$ cat src/rtl/flit_injector_pkg.sv
// Shared types for the flit injector slice.
//   flit_t            : one ring-mesh flit (destination + payload)
//   injector_state_t  : injector FSM states
//   ST_*              : the same encodings as plain constants for the FSM register
package flit_injector_pkg;

   typedef struct packed {
      logic [7:0]  dest;
      logic [23:0] payload;
   } flit_t;

   localparam int FLIT_W = $bits(flit_t);

   typedef enum logic [1:0] {
      IDLE = 2'd0,
      FIRE = 2'd1,
      GAP  = 2'd2
   } injector_state_t;

   localparam logic [1:0] ST_IDLE = IDLE;
   localparam logic [1:0] ST_FIRE = FIRE;
   localparam logic [1:0] ST_GAP  = GAP;

endpackage

$ cat src/rtl/flit_injector_if.sv
// Host/mesh signal bundle of the flit injector.
//   in_flit, in_valid  : host flit offered for buffering
//   in_ready           : injector can accept a flit this cycle
//   ring_busy          : OR of the link enables at the injection node
//   sample_msg         : flit presented to the mesh (zero when not injecting)
//   sample_en          : one-cycle injection strobe
//   pending            : flits currently buffered
// master = host/mesh side, slave = injector side.
interface flit_injector_if
   import flit_injector_pkg::*;
#(
   parameter int DEPTH = 4
);
   localparam int PEND_W = $clog2(DEPTH + 1);

   flit_t             in_flit;
   logic              in_valid;
   logic              in_ready;
   logic              ring_busy;
   flit_t             sample_msg;
   logic              sample_en;
   logic [PEND_W-1:0] pending;

   modport master (
      output in_flit, in_valid, ring_busy,
      input  in_ready, sample_msg, sample_en, pending
   );

   modport slave (
      input  in_flit, in_valid, ring_busy,
      output in_ready, sample_msg, sample_en, pending
   );

endinterface

$ cat src/rtl/flit_injector_fifo.sv
// Synchronous flit FIFO with first-word-fall-through head.
//   clk, rst   : clock, asynchronous active-high reset (empties the FIFO)
//   push       : write push_data at the tail (caller guarantees !full)
//   pop        : drop the head entry (caller guarantees !empty)
//   head       : current head entry, valid whenever !empty
//   full/empty : derived from the registered occupancy count
//   count      : registered occupancy, 0..DEPTH
// DEPTH must be a power of two so the pointers wrap by plain overflow.
module flit_injector_fifo
   import flit_injector_pkg::*;
#(
   parameter int DEPTH = 4
) (
   input  logic                         clk,
   input  logic                         rst,
   input  logic                         push,
   input  flit_t                        push_data,
   input  logic                         pop,
   output flit_t                        head,
   output logic                         full,
   output logic                         empty,
   output logic [$clog2(DEPTH+1)-1:0]   count
);

   localparam int PTR_W = $clog2(DEPTH);
   localparam int CNT_W = $clog2(DEPTH + 1);

   flit_t            mem [DEPTH];
   logic [PTR_W-1:0] wr_ptr;
   logic [PTR_W-1:0] rd_ptr;
   logic [CNT_W-1:0] cnt;

   always_ff @(posedge clk or posedge rst) begin
      if (rst) begin
         wr_ptr <= '0;
         rd_ptr <= '0;
         cnt    <= '0;
      end else begin
         if (push) begin
            wr_ptr <= wr_ptr + PTR_W'(1);
         end
         if (pop) begin
            rd_ptr <= rd_ptr + PTR_W'(1);
         end
         if (push && !pop) begin
            cnt <= cnt + CNT_W'(1);
         end else if (pop && !push) begin
            cnt <= cnt - CNT_W'(1);
         end
      end
   end

   // Storage needs no reset: an entry is only read after it has been written.
   always_ff @(posedge clk) begin
      if (push) begin
         mem[wr_ptr] <= push_data;
      end
   end

   assign head  = mem[rd_ptr];
   assign full  = (cnt == CNT_W'(DEPTH));
   assign empty = (cnt == '0);
   assign count = cnt;

   a_no_push_full: assert property (@(posedge clk) disable iff (rst) push |-> !full);
   a_no_pop_empty: assert property (@(posedge clk) disable iff (rst) pop |-> !empty);

endmodule

$ cat src/rtl/flit_injector.sv
// Ring-mesh traffic source: buffers host flits and injects them onto the
// mesh through the registered sample_msg/sample_en pair, one flit per
// injection, with GAP_CYCLES idle cycles forced after each injection and
// deferral while the ring carries traffic at the injection point.
//   clk, rst : clock, asynchronous active-high reset
//   bus      : flit_injector_if.slave (host enqueue, ring_busy, mesh outputs,
//              pending count)
// Parameters: DEPTH (buffer entries, power of two >= 2), GAP_CYCLES (0 allows
// back-to-back injection).
//
// state | meaning
// IDLE  | waiting for a buffered flit and a quiet ring
// FIRE  | sample_en high this cycle; may re-fire next edge when GAP_CYCLES == 0
// GAP   | forced idle; last count cycle (gap_cnt == 0) may fire like IDLE
module flit_injector
   import flit_injector_pkg::*;
#(
   parameter int DEPTH      = 4,
   parameter int GAP_CYCLES = 8
) (
   input logic             clk,
   input logic             rst,
   flit_injector_if.slave  bus
);

   localparam int PEND_W = $clog2(DEPTH + 1);
   localparam int GAP_W  = (GAP_CYCLES > 1) ? $clog2(GAP_CYCLES) : 1;
   localparam bit GAP_EN = (GAP_CYCLES > 0);
   localparam logic [GAP_W-1:0] GAP_LOAD = GAP_W'((GAP_CYCLES > 0) ? GAP_CYCLES - 1 : 0);

   logic [1:0]        state;
   logic [GAP_W-1:0]  gap_cnt;
   logic              sample_en_q;
   flit_t             sample_msg_q;

   logic              push;
   logic              pop;
   logic              fire_ok;
   flit_t             head;
   logic              full;
   logic              empty;
   logic [PEND_W-1:0] count;

   // in_ready is registered-count based only; a pop on the same edge does
   // not open a slot for that cycle's push.
   assign push = bus.in_valid && !full;

   flit_injector_fifo #(
      .DEPTH (DEPTH)
   ) u_fifo (
      .clk       (clk),
      .rst       (rst),
      .push      (push),
      .push_data (bus.in_flit),
      .pop       (pop),
      .head      (head),
      .full      (full),
      .empty     (empty),
      .count     (count)
   );

   // The gap counter holds GAP_CYCLES-1 on entry to GAP and the final GAP
   // cycle is allowed to fire, which spaces strobes exactly GAP_CYCLES+1
   // cycles apart while the ring is quiet.
   always_comb begin
      fire_ok = 1'b0;
      case (state)
         ST_IDLE: fire_ok = 1'b1;
         ST_FIRE: fire_ok = !GAP_EN;
         ST_GAP:  fire_ok = (gap_cnt == '0);
         default: fire_ok = 1'b0;
      endcase
   end

   assign pop = fire_ok && !empty && !bus.ring_busy;

   always_ff @(posedge clk or posedge rst) begin
      if (rst) begin
         state        <= ST_IDLE;
         gap_cnt      <= '0;
         sample_en_q  <= 1'b0;
         sample_msg_q <= '0;
      end else begin
         sample_en_q  <= pop;
         sample_msg_q <= pop ? head : '0;
         if (pop) begin
            state <= ST_FIRE;
         end else begin
            case (state)
               ST_FIRE: begin
                  if (GAP_EN) begin
                     state   <= ST_GAP;
                     gap_cnt <= GAP_LOAD;
                  end else begin
                     state <= ST_IDLE;
                  end
               end
               ST_GAP: begin
                  if (gap_cnt == '0) begin
                     state <= ST_IDLE;
                  end else begin
                     gap_cnt <= gap_cnt - GAP_W'(1);
                  end
               end
               default: state <= ST_IDLE;
            endcase
         end
      end
   end

   assign bus.in_ready   = !full;
   assign bus.sample_en  = sample_en_q;
   assign bus.sample_msg = sample_msg_q;
   assign bus.pending    = count;

   a_single_strobe: assert property (@(posedge clk) disable iff (rst)
      (GAP_EN && sample_en_q) |=> !sample_en_q);

endmodule
$ cat src/flat_wrapper.sv
// flat-port wrapper written by rule: the top's interface ports become plain ports
module flit_injector_flat import flit_injector_pkg::*;
#(
   parameter int DEPTH      = 4,
   parameter int GAP_CYCLES = 8
)
  (clk, rst, bus_in_flit, bus_in_valid, bus_ring_busy, bus_in_ready, bus_sample_msg, bus_sample_en, bus_pending);
  flit_injector_if #(.DEPTH(DEPTH)) bus_i ();
  input logic clk;
  input logic rst;
  input wire logic [$bits(bus_i.in_flit)-1:0] bus_in_flit;
  input wire logic [$bits(bus_i.in_valid)-1:0] bus_in_valid;
  input wire logic [$bits(bus_i.ring_busy)-1:0] bus_ring_busy;
  output wire logic [$bits(bus_i.in_ready)-1:0] bus_in_ready;
  output wire logic [$bits(bus_i.sample_msg)-1:0] bus_sample_msg;
  output wire logic [$bits(bus_i.sample_en)-1:0] bus_sample_en;
  output wire logic [$bits(bus_i.pending)-1:0] bus_pending;
  assign bus_i.in_flit = bus_in_flit;
  assign bus_i.in_valid = bus_in_valid;
  assign bus_i.ring_busy = bus_ring_busy;
  assign bus_in_ready = bus_i.in_ready;
  assign bus_sample_msg = bus_i.sample_msg;
  assign bus_sample_en = bus_i.sample_en;
  assign bus_pending = bus_i.pending;
  flit_injector #(.DEPTH(DEPTH), .GAP_CYCLES(GAP_CYCLES)) u_core (.clk(clk), .rst(rst), .bus(bus_i));
endmodule
$ cat config.mk
export PLATFORM = sky130hd
export DESIGN_NAME = flit_injector_flat
export DESIGN_NICKNAME = d
export VERILOG_FILES = /design/src/rtl/flit_injector_pkg.sv /design/src/rtl/flit_injector_if.sv /design/src/rtl/flit_injector_fifo.sv /design/src/rtl/flit_injector.sv /design/src/flat_wrapper.sv
export SDC_FILE = /design/constraint.sdc
export NUM_CORES = 1
export LEC_CHECK = 0
export ABC_AREA = 1
export BUFFER_PORTS_ARGS = -buffer_cell sky130_fd_sc_hd__buf_4
export CORE_UTILIZATION = 45
export CTS_CLUSTER_SIZE = 24
export DETAILED_ROUTE_END_ITERATION = 8
export SETUP_SLACK_MARGIN = 0.02
export SYNTH_ARGS = -nofsm -noshare
export SYNTH_HDL_FRONTEND = slang
export SYNTH_SLANG_ARGS = --single-unit
$ cat constraint.sdc
create_clock -name clk -period 5.8 [get_ports clk]
set_input_delay 0 -clock clk [delete_from_list [all_inputs] [get_ports clk]]
set_output_delay 0 -clock clk [all_outputs]
set_load 0.03 [all_outputs]
## Word level (Yosys, flattened, before mapping)

Memory sizes are Yosys's and may differ from the RTL's.
Cells that the tools add are included.

| storage, ports and cells | value |
|---|---|
| flip-flop bits (word level) | 45 |
| bits in latches | 0 |
| RAM bits | 128 |
| bits in read-only memories | 0 |
| input bits | 36 |
| output and inout bits | 37 |
| logic and storage cells | 47 |
| memories kept | 1 |

| operators by class | value |
|---|---|
| $add $sub $neg | 5 |
| $mul | 0 |
| div/mod/pow operators | 0 |
| magnitude comparators | 0 |
| equal/unequal tests | 5 |
| shifts and indexed selects | 0 |
| muxes and demuxes | 11 |
| bitwise operators | 1 |
| reduce and logical (&&, ||, !) cells | 16 |

Memory list:

| name | words | bits a word | read ports | clocked after memory_dff | write ports | line | text |
|---|---|---|---|---|---|---|---|
| u_core.u_fifo.mem | 4 | 32 | 1 | 0 | 1 | flit_injector_fifo.sv:28 | `flit_t mem [DEPTH];` |

Operator list:

| cell | number |
|---|---|
| $mux W32 | 1 |
| $mux W3 | 3 |
| $logic_not A3 Y1 | 2 |
| $pmux W3 S2 | 1 |
| $sub A3 B1 Y3 const B | 2 |
| $logic_and A1 B1 Y1 | 5 |
| $logic_not A1 Y1 | 5 |
| $add A2 B1 Y2 const B | 2 |
| $mux W2 | 2 |
| $pmux W2 S2 | 1 |
| $reduce_bool A2 Y1 | 2 |
| $add A3 B1 Y3 const B | 1 |
| $eq A3 B3 Y1 const B | 1 |
| $ne A3 B1 Y1 const B | 1 |
| $reduce_and A3 Y1 | 1 |
| $eq A2 B1 Y1 const B | 1 |
| $eq A2 B2 Y1 const B | 1 |
| $logic_not A2 Y1 | 1 |
| $mux W1 | 2 |
| $ne A2 B2 Y1 const B | 1 |
| $pmux W1 S2 | 1 |
| $not A1 Y1 | 1 |

## Logic depth before layout (Yosys ltp)

| logic depth | value |
|---|---|
| depth in word-level cells | 7 |
| depth in mapped cells | 13 |
| gate-level depth less buffers | 12 |

## Hierarchy

From an unflattened synthesis, not the netlist that was laid out.

| unflattened totals | value |
|---|---|
| cells, all modules | 573 |
| area total of the unflattened synthesis | 6904.1 µm² |

By module, submodules not included:

| module | times used | cells each | area an instance (µm²) | seq. area each (µm²) |
|---|---|---|---|---|
| flit_injector_fifo | 1 | 422 | 5452.7 | 4018.9 |
| flit_injector | 1 | 151 | 1451.4 | 950.9 |

## Worst setup path before layout

Ideal clock, no wire load.

| timing | value |
|---|---|
| path type | reg-to-reg |
| start point | register u_core.u_fifo.cnt[0], in the netlist u_core.u_fifo.count[0] |
| end point | memory u_core.u_fifo.mem[0][0] (netlist name) (enable) |
| setup time | 421 ps |
| arrival | 2514 ps |
| data required time | 5379 ps |
| slack | 2864 ps |
| cell stages (with the launch flop) | 5 |
| path buffers | 0 |
| period minus slack after synthesis | 2936 ps |
| cell sequence | dfrtp_1 > nor2_1 > nand2_1 > nand2_1 > nor2_1 |

| on the way | value |
|---|---|
| word-level cells in the longest chain between the ends | 5 |

RTL lines:

| item | line | text |
|---|---|---|
| start, declared | flit_injector_fifo.sv:31 | `logic [CNT_W-1:0] cnt;` |
| start signal, assigned | flit_injector_fifo.sv:46 | `cnt <= cnt + CNT_W'(1);` |
| start signal, assigned | flit_injector_fifo.sv:48 | `cnt <= cnt - CNT_W'(1);` |
| $eq A3 B3 Y1 | flit_injector_fifo.sv:61 | `assign full = (cnt == CNT_W'(DEPTH));` |
| $logic_not A1 Y1 | n/a |  |
| named net bus_in_ready | flat_wrapper.sv:14 | `output wire logic [$bits(bus_i.in_ready)-1:0] bus_in_ready;` |
| $logic_and A1 B1 Y1 | flit_injector.sv:46 | `assign push = bus.in_valid && !full;` |
| $mux W1 | flit_injector_fifo.sv:55 | `if (push) begin` |
| $mux W1 (implied by the code) | flit_injector_fifo.sv:56 | `mem[wr_ptr] <= push_data;` |
| end, declared | flit_injector_fifo.sv:28 |  |

The timed path passes the listed nets, and every way through them passes these cells.

## Final worst setup path

| timing | value |
|---|---|
| start point | register u_core.state[0] |
| end point | register u_core.u_fifo.cnt[1], in the netlist u_core.u_fifo.count[1] |

| on the way | value |
|---|---|
| word-level cells in the longest chain between the ends | 7 |
| elaborated cells on any way between the ends | 10 |
| classes of those cells | 1 x eq/ne; 2 x mux; 7 x reduce/logical |

RTL lines:

| item | line | text |
|---|---|---|
| start, declared | flit_injector.sv:31 | `logic [1:0] state;` |
| start signal, assigned | flit_injector.sv:79 | `state <= ST_IDLE;` |
| start signal, assigned | flit_injector.sv:87 | `state <= ST_FIRE;` |
| start signal, assigned | flit_injector.sv:92 | `state <= ST_GAP;` |
| $eq A2 B2 Y1 or $logic_not A2 Y1 (tied branches) | flit_injector.sv:67 | `case (state)` |
| $pmux W1 S2 (*) | flit_injector.sv:67 |  |
| $logic_and A1 B1 Y1 (*) (2 in a row) | flit_injector.sv:75 | `assign pop = fire_ok && !empty && !bus.ring_busy;` |
| $logic_not A1 Y1 | flit_injector_fifo.sv:45 | `if (push && !pop) begin` |
| $logic_and A1 B1 Y1 | flit_injector_fifo.sv:45 |  |
| $mux W3 or $reduce_bool A2 Y1 (tied branches) | n/a |  |

Every way passes the cells marked *; elsewhere a longest branch is shown, timed or not.
A chain may end at the register's enable or synchronous reset.

==> out/qor.yml <==
power:
  power-per-cell-area_nw_per_um2: 523
  switching_share: 0.343
  internal-power_mw: 2.79
  seq_power_share: 0.413
  power.share.clock: 0.264
  finalPower_mw: 4.25
  p_sw_mw: 1.46
  p_comb_frac: 0.323
  p_leak_nw: 3.21
  vdd_drop_max_v: 0.000264
timing:
  maxSlewViolCount: 0
  finalSetupViolations: 0
  setup_tns_ns: 0
  hold_violations: 0
  fin_crit_ns: 2.84
  relSlewSlack: 0.279
  max_freq_mhz: 352
  rsz0062_at_grt: "no"
  finalWorstSetupSlack_ns: 2.96
  holdWs_ns: 0.197
  worst_slew_pin_slew_ns: 1.08
  finalCritPeriodShare: 0.490
  skew_ns: 0.00967
finish:
  diodes: 0
  fin_area_um2: 8130
  fin_cells: 798
  layout-drive-gt1-share: 0.183
  area_growth_pct: 24.7
  nets: 652
  final_cell_mix: "131 x nor2_1, 128 x edfxtp_1, 75 x buf_4"
  final_common_cell: "nor2_1"
  utilization: 0.581
  nFillCells: 1139
route:
  antenna_left: 0
  drc_errors: 0
  first_pass_iters: 4
  wl_um: 12500
  routedWlPerCell_um: 15.6
  vias: 3917
  drtIter0Drc: 323
  vias_per_cell: 4.91
synthesis:
  ys_warn_count: 0
  syn_area_um2: 6520
  post_synth_num_cell_types: 22
  synth_edf_count: 128
  async_flop_share: 0.260
  yosys-top-cells-area: "edfxtp_1 59%, dfrtp_1 17%, nor2_1 7.8%"
  syn_inst: 503
  ys_seq_area_frac: 0.763
  netlist.area_leader.share: 0.590
  syn_nets: 550
  ys.flop_type: "edfxtp_1"
  synth_area_leader_cell: "edfxtp_1"
  ys_ff_latch: 173
  synth.avg_cell_area_um2: 13.0
global_routing:
  grt_pass1_wl_um: 19500
  antenna_found_initial: 0
  grt_remaining_overflow: 0
  grt_pass1_vias: 3733
  grt_max_degree: 68
  gr-usage-all-layers: 0.179
floorplan:
  die_h_um: 122
  die_x_um: 122
  ios: 73
  core-area_um2: 14000
  fp-row-count: 43
  die_area_um2: 15000
  initial_core_util: 0.466
worst_hold_path:
  hp-class: "input pin to flip-flop"
  worstHoldPathCells: 3
  hold_end: "u_core.u_fifo.wr_ptr[0]"
  worstHoldStart: "bus_in_valid"
cts:
  clockRootBuffer: "clkbuf_16"
  post_cts_resized: 0
  clk_latency_ns: 0.42
  clkSlewWorstSetupHoldPaths_ns: 0.06
  numClockSinks: 173
  cts.path.max_buffers: 2
  cts_made_buffers: 17
  cts_tree: "built"
  cts_htree_levels: 4
  postCtsSetupBuffers: 0
worst_setup_path:
  r2r_end: "u_core.u_fifo.count[1]"
  path_max_fanout: 44
  cp_slowest_cell: "nand2_2"
  path_delay_family: "adder cells"
  cp_cell_sequence: "inv_1 > ha_1 > nand3_1 > nand2_1 > nand2_2 > ha_1 > inv_1 > fa_1 > mux2_2"
  cp_slowest_stage_delay_ns: 0.55
  crit_path_end_kind: "flip-flop"
  critPathKind: "flip-flop to flip-flop"
  reg2reg_from: "u_core.state[0]"
  path_buf_inv: 2
  r2r_slack_ns: 2.96
  cp_data_required_time_ns: 6.10
  arrival_ns: 3.14
  startpoint_type: "flip-flop"
  rr_worst_depth: 9
place:
  place_ws_ns: 2.92
  hpwl_um: 6560
  dpl_cell_area_um2: 7210
  dpl.cell_count: 733
  place.gp.congestion: 0.732
  numPortBuffers: 72
run:
  max-cap-violations: 0
status:
  status: "finished, final reports clean"
==> cells in the mapped netlist, types with 4 or more instances <==
| cell | n |
|---|---|
| a21oi_1 | 33 |
| buf_2 | 11 |
| buf_4 | 6 |
| clkbuf_1 | 4 |
| dfrtp_1 | 45 |
| edfxtp_1 | 128 |
| ha_1 | 10 |
| inv_1 | 19 |
| nand2_1 | 27 |
| nand3_1 | 6 |
| nor2_1 | 135 |
| o21ai_0 | 27 |
| o21ai_1 | 39 |
==> final cells by class <==
| class | instances | area, um2 | share of cell area |
|---|---|---|---|
| clock buffer | 26 | 509 | 0.0626 |
| clock inverter | 6 | 83.8 | 0.0103 |
| inverter | 20 | 75.1 | 0.00924 |
| multi-input combinational | 285 | 1370 | 0.169 |
| sequential | 173 | 4970 | 0.612 |
| tap | 180 | 225 | 0.0277 |
| timing repair buffer | 108 | 893 | 0.110 |
==> how the worst max path moves through the flow <==
stage | cells past startpoint | slack [ns] | end | start
2_1_floorplan | 4 | 2.86 | u_core.u_fifo.mem[0][0] | u_core.u_fifo.count[0]
3_3_place_gp | 9 | 2.99 | u_core.u_fifo.count[1] | u_core.state[0]
3_5_place_dp | 9 | 2.92 | u_core.u_fifo.count[1] | u_core.state[0]
4_1_cts | 9 | 2.91 | u_core.u_fifo.count[1] | u_core.state[0]
5_1_grt | 9 | 2.73 | u_core.u_fifo.count[1] | u_core.state[0]
6_report | 9 | 2.96 | u_core.u_fifo.count[1] | u_core.state[0]
==> sequential cells by signal, summed over array words and instances, names as in the netlist <==
name	flops
u_core.bus.sample_en	1
u_core.bus.sample_msg	32
u_core.gap_cnt	3
u_core.state	2
u_core.u_fifo.count	3
u_core.u_fifo.mem	128
u_core.u_fifo.rd_ptr	2
u_core.u_fifo.wr_ptr	2
==> what timing repair did <==
item                                   in CTS  in global routing
endpoints found under the hold margin     173                  0
setup endpoints to repair                   0                  0
hold buffers                               33                  0
==> worst register-to-register path, cell delays in order (launching register included) <==
cell,delay [ns]
dfrtp_1,0.40
inv_1,0.08
ha_1,0.23
nand3_1,0.12
nand2_1,0.09
nand2_2,0.55
ha_1,0.48
inv_1,0.10
fa_1,0.41
mux2_2,0.27
==> logic make-up after synthesis <==
family,share of synthesized area
buf+inv,0.0321
flops,0.763
fa+ha+maj,0.0223
simple gates,0.0989
xor+xnor,0.00538
mux,0.00173
compound gates,0.0772
==> per-layer routing <==
layer	wire, um	track usage	part of all wire	up-vias
li1	-	-	-	1923
met3	551	0.0353	0.044	7
met1	5520	0.234	0.44	1893
met2	6270	0.293	0.50	94
met4	104	0.0747	0.0084	0
met5	0	0	0	-
==> power groups by stage <==
stage | registers, mW | clock network [mW] | logic (mW)
final | 1.76 | 1.12 | 1.37
after global routing | 1.78 | 1.19 | 1.54
after CTS | 1.76 | 1.14 | 1.40
after detailed placement | 1.78 | 0 | 1.38
after global placement | 1.77 | 0 | 1.36
after floorplan | 1.98 | 0 | 0.749
No activity file was read; power rests on OpenSTA's default activity.
